## src/rtl/add_normalise_stage.sv

```systemverilog
// ---------------------------------------------------------------------------
// add_normalise_stage: 3-cycle mantissa add, renormalise and IEEE-754 pack.
// Rev 1.0 - define ADDNORM_ROUND_NEAREST_EN for round-to-nearest-even.
// ---------------------------------------------------------------------------
`default_nettype none

module add_normalise_stage (
  input  logic        clock,
  input  logic        reset,
  input  logic        idle_Allign,
  input  logic [35:0] cout_Allign,
  input  logic [35:0] zout_Allign,
  input  logic [31:0] sout_Allign,
  output logic        idle_AddNorm,
  output logic [31:0] sout_AddNorm,
  output logic [31:0] result_AddNorm,
  output logic        zero_AddNorm,
  output logic        overflow_AddNorm
);

  localparam logic signed [9:0] EXP_MAX = 10'sd255;

  logic        z_sign, c_sign;
  logic [26:0] z_mant, c_mant;
  logic [27:0] add_sum;
  logic        add_sign;
  logic        unused_c_exp;

  assign z_sign = zout_Allign[35];
  assign c_sign = cout_Allign[35];
  assign z_mant = zout_Allign[26:0];
  assign c_mant = cout_Allign[26:0];
  // C's exponent matches Z's once aligned, so only Z's is carried forward.
  assign unused_c_exp = ^cout_Allign[34:27];

  always_comb begin
    add_sum  = {1'b0, z_mant};
    add_sign = z_sign;
    if (!idle_Allign) begin
      if (z_sign == c_sign) begin
        add_sum = {1'b0, z_mant} + {1'b0, c_mant};
      end else if (z_mant > c_mant) begin
        add_sum = {1'b0, z_mant - c_mant};
      end else if (c_mant > z_mant) begin
        add_sum  = {1'b0, c_mant - z_mant};
        add_sign = c_sign;
      end else begin
        add_sum  = '0;
        add_sign = 1'b0;
      end
    end
  end

  logic        s1_idle;
  logic [31:0] s1_sout;
  logic        s1_sign;
  logic [7:0]  s1_exp;
  logic [27:0] s1_sum;

  always_ff @(posedge clock) begin
    if (reset) begin
      s1_idle <= 1'b1;
      s1_sout <= '0;
      s1_sign <= 1'b0;
      s1_exp  <= '0;
      s1_sum  <= '0;
    end else begin
      s1_idle <= idle_Allign;
      s1_sout <= sout_Allign;
      s1_sign <= add_sign;
      s1_exp  <= zout_Allign[34:27];
      s1_sum  <= add_sum;
    end
  end

  logic [4:0]        lzc;
  logic              lz_found;
  logic [26:0]       norm_mant;
  logic signed [9:0] norm_exp;
  logic signed [9:0] base_exp;
  logic              norm_zero;

  assign base_exp = signed'({2'b00, s1_exp});

  always_comb begin
    lzc      = '0;
    lz_found = 1'b0;
    for (int i = 26; i >= 0; i--) begin
      if (!lz_found) begin
        if (s1_sum[i]) lz_found = 1'b1;
        else           lzc = lzc + 5'd1;
      end
    end
  end

  always_comb begin
    norm_mant = s1_sum[26:0];
    norm_exp  = base_exp;
    norm_zero = 1'b0;
    if (!s1_idle) begin
      if (s1_sum[27]) begin
        norm_mant = {s1_sum[27:2], s1_sum[1] | s1_sum[0]};
        norm_exp  = base_exp + 10'sd1;
      end else if (s1_sum == 28'd0) begin
        norm_mant = '0;
        norm_zero = 1'b1;
      end else begin
        norm_mant = s1_sum[26:0] << lzc;
        norm_exp  = base_exp - signed'({5'b00000, lzc});
      end
      // No denormal support: anything at or below exponent zero flushes.
      if (!norm_zero && (norm_exp <= 10'sd0)) begin
        norm_mant = '0;
        norm_zero = 1'b1;
      end
    end
  end

  logic              s2_idle;
  logic [31:0]       s2_sout;
  logic              s2_sign;
  logic signed [9:0] s2_exp;
  logic [26:0]       s2_mant;
  logic              s2_zero;

  always_ff @(posedge clock) begin
    if (reset) begin
      s2_idle <= 1'b1;
      s2_sout <= '0;
      s2_sign <= 1'b0;
      s2_exp  <= '0;
      s2_mant <= '0;
      s2_zero <= 1'b0;
    end else begin
      s2_idle <= s1_idle;
      s2_sout <= s1_sout;
      s2_sign <= s1_sign;
      s2_exp  <= norm_exp;
      s2_mant <= norm_mant;
      s2_zero <= norm_zero;
    end
  end

  logic              round_up;
  logic [24:0]       rounded;
  logic [22:0]       pack_frac;
  logic signed [9:0] pack_exp;

`ifdef ADDNORM_ROUND_NEAREST_EN
  assign round_up = s2_mant[2] & (s2_mant[1] | s2_mant[0] | s2_mant[3]);
`else
  assign round_up = 1'b0;
`endif

  assign rounded = {1'b0, s2_mant[26:3]} + {24'd0, round_up};

  always_comb begin
    pack_frac = rounded[22:0];
    pack_exp  = s2_exp;
    if (rounded[24]) begin
      pack_frac = rounded[23:1];
      pack_exp  = s2_exp + 10'sd1;
    end
  end

  always_ff @(posedge clock) begin
    if (reset) begin
      idle_AddNorm     <= 1'b1;
      sout_AddNorm     <= '0;
      result_AddNorm   <= '0;
      zero_AddNorm     <= 1'b0;
      overflow_AddNorm <= 1'b0;
    end else begin
      idle_AddNorm     <= s2_idle;
      sout_AddNorm     <= s2_sout;
      zero_AddNorm     <= 1'b0;
      overflow_AddNorm <= 1'b0;
      if (s2_idle) begin
        result_AddNorm <= {s2_sign, s2_exp[7:0], s2_mant[25:3]};
      end else if (s2_zero) begin
        result_AddNorm <= {s2_sign, 31'd0};
        zero_AddNorm   <= 1'b1;
      end else if (pack_exp >= EXP_MAX) begin
        result_AddNorm   <= {s2_sign, 8'hFF, 23'd0};
        overflow_AddNorm <= 1'b1;
      end else begin
        result_AddNorm <= {s2_sign, pack_exp[7:0], pack_frac};
      end
    end
  end

endmodule

`default_nettype wire

```

## config.mk

```make
export PLATFORM = sky130hd
export DESIGN_NAME = add_normalise_stage
export DESIGN_NICKNAME = d
export VERILOG_FILES = /design/src/rtl/add_normalise_stage.sv
export SDC_FILE = /design/constraint.sdc
export NUM_CORES = 1
export LEC_CHECK = 0
export BUFFER_PORTS_ARGS = -buffer_cell sky130_fd_sc_hd__clkbuf_2
export CORE_AREA = 3 3 218 242
export CTS_CLUSTER_DIAMETER = 30
export DETAILED_ROUTE_END_ITERATION = 6
export DIE_AREA = 0 0 221 245
export GPL_TIMING_DRIVEN = 0
export SLEW_MARGIN = 5
export SYNTH_ARGS = -nofsm -noshare
export SYNTH_HDL_FRONTEND = slang
export SYNTH_SLANG_ARGS = --single-unit
```

## constraint.sdc

```tcl
create_clock -name clock -period 20.7 [get_ports clock]
set_input_delay 1.035 -clock clock [delete_from_list [all_inputs] [get_ports clock]]
set_output_delay 1.035 -clock clock [all_outputs]
set_load 0.02 [all_outputs]
```

After elaboration in Yosys (flattened, before gate mapping)

Cells that the tools add are included.

Output and inout port bits: 67
Flip-flop bits (word level): 208
Logic and storage cells: 192

Bitwise operators: 1
Reduce and logical (&&, ||, !) cells: 7
Mux-type cells: 129
Shift-type cells: 1
Equal/unequal tests: 1
Add/subtract/negate cells: 31
$lt $le $gt $ge: 4

Operator list:

| operator                                                         | number |
|---|---|
| 2-to-1 mux 5 bit                                                 | 52 |
| adder 5 x 1 -> 5 bit (second input constant)                     | 26 |
| 2-to-1 mux 26 bit                                                | 4 |
| 2-to-1 mux 31 bit                                                | 3 |
| 2-to-1 mux 27 bit                                                | 3 |
| 2-to-1 mux 1 bit                                                 | 62 |
| > comparator 27 bit                                              | 2 |
| subtractor 27 bit                                                | 2 |
| 2-to-1 mux 10 bit                                                | 3 |
| adder 27 x 27 -> 28 bit                                          | 1 |
| zero test 28 bit                                                 | 1 |
| 2-to-1 mux 28 bit                                                | 1 |
| << shifter 27 x 5 -> 26 bit                                      | 1 |
| >= comparator 10 x 9 -> 1 bit (second input constant)            | 1 |
| less-or-equal comparator 10 x 1 -> 1 bit (second input constant) | 1 |
| adder 8 x 1 -> 9 bit (second input constant)                     | 1 |
| subtractor 8 x 5 -> 9 bit                                        | 1 |
| 2-to-1 mux 8 bit                                                 | 1 |
| OR reduction 2 bit                                               | 3 |
| OR reduction 3 bit                                               | 1 |
| == test 1 bit                                                    | 1 |
| logical AND 1 bit                                                | 1 |
| zero test 1 bit                                                  | 1 |
| bitwise OR 1 bit                                                 | 1 |

Depth between registers and ports, before layout

Depth after elaboration: 87
Depth in mapped cells: 103

Worst setup path after synthesis

Ideal clock, no wire load.

Path kind: register to register
From: reg s1_sum[25]
To: reg s2_mant[23]
Arrival time: 18518 ps
Cell stages (with the launch flop): 101
Path buffers: 4
Clock period less this slack: 18640 ps
Setup slack: 2060 ps
Path through: dfxtp_1 buf_2 nor2_1 ha_1 o21a_1 ha_1 o21ai_0 a21boi_0 ha_1 mux2_2 o21ai_0 a21boi_0 ha_1 o21ai_0 a21oi_1 ha_1 mux2_2 o21ai_0 [65 not listed] ha_1 mux2i_1 o21ai_0 a21boi_1 buf_4 buf_2 ha_1 a21o_1 a21o_1 xor2_1 mux2_2 o41ai_1 nand2_1 o31ai_1 nor3_1 clkbuf_1 a22o_1 a221o_1

Longest elaborated chain between the ends: 85
Elaborated cells on any way between the ends: 119
Classes of those cells: add/sub (26); order compare (1); shift (1); mux (88); reduce/logical (3)

RTL lines:

| element                                  | RTL line | RTL |
|---|---|---|
| from (decl)                              | 58       | `logic [27:0] s1_sum;` |
| from (signal assigned)                   | 72       | `s1_sum <= add_sum;` |
| 2-to-1 mux 5 bit                         | 90       | `if (s1_sum[i]) lz_found = 1'b1;` |
| 2-to-1 mux 5 bit                         | 89       | `if (!lz_found) begin` |
| adder 5 x 1 -> 5 bit                     | 91       | `else lzc = lzc + 5'd1;` |
| 2-to-1 mux 5 bit                         | 90       |  |
| 2-to-1 mux 5 bit                         | 89       |  |
| adder 5 x 1 -> 5 bit                     | 91       |  |
| 2-to-1 mux 5 bit                         | 90       |  |
| 2-to-1 mux 5 bit                         | 89       |  |
| [69 not listed]                          | -        |  |
| subtractor 8 x 5 -> 9 bit                | 109      | `norm_exp = base_exp - signed'({5'b00000, lzc});` |
| 2-to-1 mux 10 bit                        | 104      | `end else if (s1_sum == 28'd0) begin` |
| 2-to-1 mux 10 bit                        | 101      | `if (s1_sum[27]) begin` |
| 2-to-1 mux 10 bit                        | 100      | `if (!s1_idle) begin` |
| less-or-equal comparator 10 x 1 -> 1 bit | 112      | `if (!norm_zero && (norm_exp <= 10'sd0)) begin` |
| logical AND 1 bit                        | 112      |  |
| 2-to-1 mux 26 bit (*)                    | 112      |  |
| 2-to-1 mux 26 bit (*)                    | 100      |  |
| to (signal assigned)                     | 139      | `s2_mant <= norm_mant;` |
| to (decl)                                | 123      | `logic [26:0] s2_mant;` |

Every way passes the cells marked *; elsewhere a longest branch is shown, timed or not. The select of a mux whose other input is x is not followed.
A chain may end at the register's enable or synchronous reset.

Final worst setup path

From: reg s1_sum[26]
To: reg s2_mant[23]

Longest elaborated chain between the ends: 87
Elaborated cells on any way between the ends: 121
Classes of those cells: add/sub (27); order compare (1); shift (1); mux (89); reduce/logical (3)

RTL lines:

| element                                  | RTL line |
|---|---|
| 2-to-1 mux 1 bit                         | 90 |
| adder 5 x 1 -> 5 bit                     | 91 |
| 2-to-1 mux 5 bit                         | 90 |
| 2-to-1 mux 5 bit                         | 89 |
| adder 5 x 1 -> 5 bit                     | 91 |
| 2-to-1 mux 5 bit                         | 90 |
| 2-to-1 mux 5 bit                         | 89 |
| adder 5 x 1 -> 5 bit                     | 91 |
| [71 not listed]                          | - |
| subtractor 8 x 5 -> 9 bit                | 109 |
| 2-to-1 mux 10 bit                        | 104 |
| 2-to-1 mux 10 bit                        | 101 |
| 2-to-1 mux 10 bit                        | 100 |
| less-or-equal comparator 10 x 1 -> 1 bit | 112 |
| logical AND 1 bit                        | 112 |
| 2-to-1 mux 26 bit (*)                    | 112 |
| 2-to-1 mux 26 bit (*)                    | 100 |

Marked as above.

==> impl_metrics.ini <==
[worst_setup_path]
rr_worst_depth = 102
max_stage_delay_ns = 0.56
cp_slowest_cell = or4b_1
reg2reg_to = s2_mant[23]
worst_path_most_repeated_cell = ha_1
cp.required_ns = 21.08
end_kind = register
startpoint_type = register
cp.arrival_ns = 20.18
critPathKind = reg2reg
worstPathMaxFanout = 9
r2r-start = s1_sum[26]
r2r_slack_ns = 0.91

[floorplanning]
initial_core_util = 0.301
io_pins = 174
core_area_um2 = 50100
die_height_um = 245
dieArea_um2 = 54100
rows = 86
die_w_um = 221

[synth]
synthFlopType = dfxtp_1
async_flop_share = 0
avgSynthCellArea_um2 = 8.03
synthSimpleGateAreaFrac = 0.226
yosysWarnings = 0
yosysSeqAreaShare = 0.272
synth.distinct_cells = 101
synth_compound_area_frac = 0.234
synthCells = 1881
synth_fa_ha_area_frac = 0.100
synthesis.area_um2 = 15100
synth_top_family_by_area = compound AO/OA/AOI/OAI gates
synth-seq-cells = 205
synth_edf_count = 0
synthMuxAreaShare = 0.0441
yosys.area_share.xor_xnor = 0.0617
synth_fp_nets = 2104

[worst_hold_path]
min_path_type = reg2reg
worstHoldStart = s2_mant[19]
hold_end = result_AddNorm[16]
whs_path_depth = 1

[detailed_routing]
wl_per_cell_um = 17.6
initialDrtViolationCount = 1211
vias_per_cell = 5.21
drc = 0
ant_nets = 0
drt_wl_total_um = 49400
dr.pass1.iters = 6
dr_total_vias = 14600

[placement]
pre_cts_ws_ns = -1.11
gp_congestion = 0.944
numPortBuffers = 164
dp_hpwl_um = 38700

[sta]
max_freq_ghz = 0.0505
max_slew_margin = 0.0536
setup_viol = 0
drv_slew = 0
hold_violations = 0
fin_crit_sh = 0.956
tns_ns = 0
finalClockSkew_ns = 0.0324
period_needed_ns = 19.79
max_slew.worst_pin.slew_ns = 1.41
worst_slack_ns = 0.906
whs_ns = 0.421

[power]
ir_drop_mv = 0.0530
p_per_area_nw_per_um2 = 100
intPower_mw = 1.14
leakagePower_nw = 8.07
clock_power_share = 0.327
p_switching_mw = 0.701
seqPwrFrac = 0.236
switching_share = 0.380
p_comb_frac = 0.437

[global_routing]
grt_pass1_vias = 14200
grt_usage = 0.172
grt_pass1_wl_um = 76500
antenna_found_initial = 1
grt_overflow = 0
grt_max_degree = 21

[clock_tree]
cts_tree = built
clkTransAtPathRegs_ns = 0.05
clkLatencyLatePin_ns = 0.53
cts_buffer_depth = 3
cts_sinks = 205
htree_levels = 2
cts_made_buffers = 36
cts_root_buffer = clkbuf_16

[run_status]
status = finished, final reports clean

[final_layout]
area_growth_pct = 22.1
layout_commonest_cell = dfxtp_1
drive_above_1_share = 0.170
final_nets = 2332
n_fill_cell = 5284
final_cell_mix = 204 x dfxtp_1, 166 x clkbuf_2, 142 x nand2_1

[job]
cap_violations = 0
[synth_stat cells (17+ instances only)]
cell / number / area share
a211oi_1: 17 / 0.0084
a21o_1: 35 / 0.017
a21oi_1: 131 / 0.043
a221o_1: 20 / 0.013
a22oi_1: 26 / 0.013
a31oi_1: 21 / 0.0087
and2_1: 42 / 0.017
clkbuf_1: 99 / 0.025
dfxtp_1: 205 / 0.27
ha_1: 112 / 0.093
inv_1: 117 / 0.029
mux2i_1: 49 / 0.032
nand2_1: 142 / 0.035
nand2b_1: 22 / 0.0091
nand3_1: 39 / 0.013
nor2_1: 129 / 0.032
nor2b_1: 131 / 0.054
nor3_1: 43 / 0.014
o21a_1: 20 / 0.0099
o21ai_0: 81 / 0.027
o21bai_1: 25 / 0.012
xnor2_1: 52 / 0.030
xor2_1: 20 / 0.012
[repair_timing]
item | CTS | global route
hold endpoints to repair | 0 | 0
setup buffers | 3 | 25
setup endpoints to repair | 24 | 28
hold buffers | 0 | 0
pin swaps | 2 | 22
gates cloned | 0 | 1
resized for setup | 9 | 41
[flip-flops by register name, indices dropped and copies added (netlist names)]
register          cells
idle_AddNorm          1
overflow_AddNorm      1
result_AddNorm       32
s1_exp                8
s1_idle               1
s1_sign               1
s1_sout              32
s1_sum               28
s2_exp               10
s2_idle               1
s2_mant              23
s2_sign               1
s2_sout              32
s2_zero               1
sout_AddNorm         32
zero_AddNorm          1
[area by class of cell]
type,instances,area [µm²],share of cell area
antenna,1,2.50,0.000136
buffer,115,507,0.0275
clock buffer,41,950,0.0515
clock inverter,25,314,0.0170
inverter,119,447,0.0242
multi-input combinational,1439,10200,0.555
sequential,205,4110,0.222
tap,660,826,0.0447
timing repair buffer,193,1060,0.0572
[worst max-delay path, delay by kind of cell (launching register included)]
family | cells | cell delay [ns]
adder cells (fa/ha/maj) | 26 | 7.87
AND/OR/NAND/NOR | 21 | 2.67
AO/OA/AOI/OAI | 33 | 5.03
XOR/XNOR | 2 | 0.36
buffers and inverters | 8 | 1.04
multiplexers | 12 | 2.39
flip-flops | 1 | 0.32
[worst max-delay path by stage]
stage	startpoint	to	slack [ns]	cells after the start
floorplan	s1_sum[25]	s2_mant[23]	2.06	100
global placement	s1_sum[25]	s2_mant[16]	-0.52	101
detailed placement	s1_sum[25]	s2_mant[25]	-1.11	101
CTS	s1_sum[25]	s2_mant[17]	0.04	100
global route	s1_sum[26]	s2_mant[22]	-0.08	102
finish	s1_sum[26]	s2_mant[23]	0.91	102
[layer usage]
layer	part of all wire	up-vias	track usage
li1	-	7108	-
met1	0.44	6816	0.221
met2	0.48	546	0.297
met3	0.054	99	0.0222
met4	0.030	0	0.0608
met5	0	-	0
[metrics by stage]
step / power (mW) / utilization / instances / instance area (µm²)
2_1_floorplan: 0.988 / - / 1881 / 15100
3_3_place_gp: 1.16 / 0.334 / 2705 / 16800
3_5_place_dp: 1.18 / 0.334 / 2705 / 16800
4_1_cts: 1.79 / 0.361 / 2772 / 18100
5_1_grt: 1.96 / 0.368 / 2798 / 18500
6_report: 1.84 / 0.368 / 2798 / 18500
[power groups by stage]
stage,sequential (mW),clock (mW),combinational (mW)
floorplan,0.446,0,0.542
global placement,0.442,0,0.721
detailed placement,0.443,0,0.732
CTS,0.435,0.617,0.740
global route,0.438,0.636,0.883
finish,0.435,0.603,0.807
[logic make-up (layout without fill, tap and decap cells)]
kind of cell,count (synthesis),in the layout
adders and majority gates,119,119
AOI/OAI and AO/OA,526,526
and+or+nand+nor,644,644
xor gates and xnor gates,86,86
DFF,205,205
other,0,1
buffers and inverters,237,493
muxes,64,64
No activity file was read; power rests on OpenSTA's default activity.
